File: config.mk
export PLATFORM = sky130hd
export DESIGN_NAME = vpg_mode_ctrl
export DESIGN_NICKNAME = d
export VERILOG_FILES = /design/src/rtl/vpg_mode_ctrl.sv
export SDC_FILE = /design/constraint.sdc
export NUM_CORES = 1
export LEC_CHECK = 0
export ABC_AREA = 1
export CAP_MARGIN = 40
export CORE_UTILIZATION = 65
export DETAILED_ROUTE_END_ITERATION = 10
export PLACE_DENSITY = 0.83
export SLEW_MARGIN = 0
export SYNTH_ARGS = -nofsm -noshare
export SYNTH_HDL_FRONTEND = slang
export SYNTH_HIERARCHICAL = 1
export SYNTH_SLANG_ARGS = --single-unit
File: constraint.sdc
create_clock -name clk_100 -period 2.3 [get_ports clk_100]
set_input_delay 0.23 -clock clk_100 [delete_from_list [all_inputs] [get_ports clk_100]]
set_output_delay 0.23 -clock clk_100 [all_outputs]
set_load 0.01 [all_outputs]
File: src/rtl/vpg_mode_ctrl.sv
// Pushbutton front end for the video pattern generator: synchronises and debounces
// the mode and colour keys, sequences mode steps with a reconfiguration hold-off.

module vpg_key_debounce #(
  parameter int DEBOUNCE_CYCLES = 1000000
) (
  input  logic clk_100,
  input  logic reset_n,
  input  logic key_n,
  output logic press
);
  localparam int CW = $clog2(DEBOUNCE_CYCLES);

  logic [1:0]    sync;
  logic          deb, deb_d;
  logic [CW-1:0] cnt;

  always_ff @(posedge clk_100 or negedge reset_n) begin
    if (!reset_n) begin
      sync  <= 2'b11;
      deb   <= 1'b1;
      deb_d <= 1'b1;
      cnt   <= '0;
      press <= 1'b0;
    end else begin
      sync  <= {sync[0], key_n};
      deb_d <= deb;
      // one pulse per press, the cycle after the debounced level falls
      press <= deb_d & ~deb;
      if (sync[1] == deb) begin
        cnt <= '0;
      end else if (cnt == CW'(DEBOUNCE_CYCLES - 1)) begin
        deb <= sync[1];
        cnt <= '0;
      end else begin
        cnt <= cnt + CW'(1);
      end
    end
  end
endmodule

module vpg_mode_ctrl #(
  parameter int DEBOUNCE_CYCLES = 1000000,
  parameter int HOLDOFF_CYCLES  = 20000000,
  parameter int NUM_MODES       = 6,
  parameter int INIT_MODE       = 0
) (
  input  logic       clk_100,
  input  logic       reset_n,
  input  logic       key_mode_n,
  input  logic       key_color_n,
  output logic [3:0] mode,
  output logic       mode_change,
  output logic [1:0] disp_color,
  output logic       busy
);
  localparam int NUM_KEYS = 2;
  localparam int HW       = (HOLDOFF_CYCLES > 1) ? $clog2(HOLDOFF_CYCLES) : 1;

  typedef enum logic [1:0] {IDLE, LOAD, PULSE, HOLDOFF} state_t;

  logic [NUM_KEYS-1:0] key_n, press;
  state_t              state, state_nxt;
  logic [HW-1:0]       hcnt, hcnt_nxt;
  logic [3:0]          mode_nxt;

  assign key_n = {key_color_n, key_mode_n};

  for (genvar k = 0; k < NUM_KEYS; k++) begin : g_key
    vpg_key_debounce #(.DEBOUNCE_CYCLES(DEBOUNCE_CYCLES)) u_deb (
      .clk_100 (clk_100),
      .reset_n (reset_n),
      .key_n   (key_n[k]),
      .press   (press[k])
    );
  end

  // Reset lands in HOLDOFF: the generator latches mode on its own reset, so no pulse.
  always_ff @(posedge clk_100 or negedge reset_n) begin
    if (!reset_n) begin
      state      <= HOLDOFF;
      hcnt       <= HW'(HOLDOFF_CYCLES - 1);
      mode       <= 4'(INIT_MODE);
      disp_color <= 2'd0;
    end else begin
      state <= state_nxt;
      hcnt  <= hcnt_nxt;
      mode  <= mode_nxt;
      if (press[1]) disp_color <= disp_color + 2'd1;
    end
  end

  always_comb begin
    state_nxt   = state;
    hcnt_nxt    = hcnt;
    mode_nxt    = mode;
    mode_change = 1'b0;
    case (state)
      IDLE: if (press[0]) begin
        state_nxt = LOAD;
        mode_nxt  = (mode == 4'(NUM_MODES - 1)) ? 4'd0 : mode + 4'd1;
      end
      LOAD: state_nxt = PULSE;
      PULSE: begin
        mode_change = 1'b1;
        state_nxt   = HOLDOFF;
        hcnt_nxt    = HW'(HOLDOFF_CYCLES - 1);
      end
      HOLDOFF: begin
        if (hcnt == '0) state_nxt = IDLE;
        else            hcnt_nxt  = hcnt - HW'(1);
      end
      default: state_nxt = IDLE;
    endcase
  end

  assign busy = (state != IDLE);
endmodule
==> results.yml <==
cts:
  postCtsSetupBuffers: 0
  cts_buffer_depth: 2
  clkTransAtPathRegs_ns: 0.09
  cts-root-buf: "clkbuf_8"
  ctsHoldBuffers: 1
  cts.sinks: 83
  tritoncts: "yes"
  htreeDepth: 3
  cts_made_buffers: 9
  clk_latency_ns: 0.35
  cts_resized: 0
synthesis:
  synth_cells: 626
  yosysTopAreaCellShare_pct: 30.1
  ys_seq_elements: 83
  yosys-top-cells-area: "dfrtp_1, dfstp_2, nand2_1"
  yosysSeqAreaShare_pct: 43.7
  synth.distinct_cells: 33
  synth.top_cells.by_count: "nand2_1, nor2_1, inv_1"
  synth_edf_count: 0
  synth_area_per_cell_um2: 7.70
  synthFlopType: "dfrtp_1"
  synthArstFlopShare_pct: 100
  syn_area_mm2: 0.00482
  synth_most_common_cell: "nand2_1"
  ys_warn_count: 6
  synth_fp_nets: 638
  synth_top_cell_by_area: "dfrtp_1"
worst_setup_path:
  crit_top_cell: "inv_1"
  r2r_slack_ns: 0.37
  r2r-end: "hcnt[13]$_DFFE_PN1P_"
  worstPathRequired_ns: 2.07
  rr_worst_depth: 7
  critPathCaptureType: "output pin"
  startpoint: "state[0]$_DFFE_PN1P_"
  slowest_stage: "dfstp_2"
  r2r_start: "state[1]$_DFFE_PN1P_"
  worstPathArrival_ns: 1.82
  path_max_fanout: 3
  cp_cell_sequence: "inv_1 -> ha_1 -> inv_1 -> clkdlybuf4s50_1"
  critPathMaxStageDelay_ns: 0.55
  crit_end: "busy"
  path_class: "reg -> out"
  startpoint_type: "flip-flop"
hold_path:
  holdCritPathClass: "in -> reg"
power_and_ir_drop:
  peakVddDrop_v: 0.000405
  p_per_area_mw_per_mm2: 499
  power_uw: 2620
  p_leak_uw: 0.00246
global_route:
  grt_pass1_vias: 3927
  antenna_found_initial: 0
  grt_max_degree: 50
  grt_use_total_pct: 28.3
  grt_overflow_total: 0
  grt_first_pass_wirelength_mm: 17.0
finish:
  synthToLayoutAreaGrowth_pct: 8.98
  regArea_mm2: 0.00211
  drive_gt1_share_pct: 16.0
  final_nets: 658
  n_antenna_cell: 0
  fillers: 570
  multi_input_area_mm2: 0.00240
detailed_routing:
  finalWirelength_mm: 10.0
  drc_errors: 0
  drt_iter0_markers: 272
  post_drt_wl_per_cell_um: 13.3
  drtAntennaViolNets: 0
  first_pass_iters: 5
  via_per_inst: 5.45
  vias: 4091
sta:
  grt_setup_unrepaired: "no"
  tns_ns: 0
  finalClockSkew_ns: 0.00962
  fmaxAchievable_mhz: 489
  setup_ws_ns: 0.254
  maxSlewViolCount: 0
  setup-violations-final: 0
  relSlewSlack_pct: 57.2
  fin_crit_ns: 2.05
  final-hold-violation-count: 0
  tightest_slew_ns: 0.642
  fin_crit_sh_pct: 88.9
place:
  hpwl_mm: 7.11
  portBuffers: 11
  gp_congestion: 0.877
  dp_worst_setup_slack_ns: 0.426
die:
  dieWidth_um: 88.1
  rows: 31
  core_area_mm2: 0.00721
  io_pins: 12
  die_area_mm2: 0.00777
  start_util_pct: 66.8
  die_y_um: 88.1
run:
  cap_violations: 0
run_status:
  status: "finished, final reports clean"
-- cell families (layout without fill, tap and decap cells) --
family | after synthesis | in the layout | synth area share, %
AO/OA/AOI/OAI | 41 | 41 | 4.80
XOR/XNOR | 28 | 28 | 5.40
adder cells (fa/ha/maj) | 8 | 8 | 2.08
buffers and inverters | 79 | 104 | 6.54
flip-flops | 83 | 83 | 43.7
AND/OR/NAND/NOR | 387 | 387 | 37.5
-- layer usage --
layer / global-route usage [%] / wire length (um)
met1: 35.7 / 4380
met2: 49.0 / 5070
met3: 3.58 / 365
met4: 12.0 / 188
met5: 0 / 0
-- cell usage in the layout, fill, tap and decap left out, types with 4 or more instances in the layout --
master / count
nand2_1: 131
nor2_1: 119
inv_1: 71
nand3_1: 59
dfrtp_1: 58
dfstp_2: 25
nor2_2: 21
xor2_1: 19
nand2_2: 14
nand4_1: 14
o21ai_1: 14
o21ai_0: 14
clkbuf_8: 11
clkdlybuf4s50_1: 10
nor3_1: 8
ha_1: 8
xnor2_1: 7
a21oi_1: 7
nor2_4: 5
or2_2: 4
nor3b_2: 4
-- cell type report --
type | count | area share (%)
Sequential cell | 83 | 40.1
Inverter | 73 | 5.21
Multi-Input combinational cell | 464 | 45.6
Tap cell | 99 | 2.36
Clock inverter | 2 | 0.667
Clock buffer | 14 | 3.10
Timing Repair Buffer | 15 | 2.90
-- sequential cells by signal (all words and copies together), names as in the netlist --
name               count
g_key.u_deb/cnt       40
hcnt                  25
g_key.u_deb/sync       4
mode                   4
disp_color             2
g_key.u_deb/deb        2
g_key.u_deb/deb_d      2
g_key.u_deb/press      2
state                  2
-- worst min-delay path by stage --
stage / from / end / slack (ns) / cells after the start
floorplan: reset_n / disp_color[0]$_DFFE_PN0P_ / -0.07 / 0
finish: key_color_n / g_key[1].u_deb/sync[0]$_DFF_PN1_ / 0.30 / 1
CTS: key_color_n / g_key[1].u_deb/sync[0]$_DFF_PN1_ / 0.29 / 1
detailed placement: reset_n / mode[2]$_DFFE_PN0P_ / 0.30 / 1
global route: key_color_n / g_key[1].u_deb/sync[0]$_DFF_PN1_ / 0.29 / 1
global placement: reset_n / mode[2]$_DFFE_PN0P_ / 0.29 / 1
-- per-stage QoR --
stage               cells  hold WS, ns  utilization [%]  instance area, um^2
floorplan             626      -0.0656                -                 4820
global placement      733        0.288             70.0                 5050
detailed placement    733        0.297             70.0                 5050
CTS                   750        0.292             72.8                 5260
global route          750        0.293             72.8                 5260
finish                750        0.299             72.8                 5260
-- where the power goes --
part	internal (uW)	leakage, uW	switching (uW)
combinational	20.5	0.00129	54.9
sequential	1470	0.00106	8.78
clock	562	0.000101	499
-- critical path: cells and delay by family (launching register included) --
kind / cells / cell delay (ns)
adder cells (fa/ha/maj): 1 / 0.23
buffers and inverters: 3 / 0.68
flip-flops: 1 / 0.55
Power figures use the tool's default switching activity.
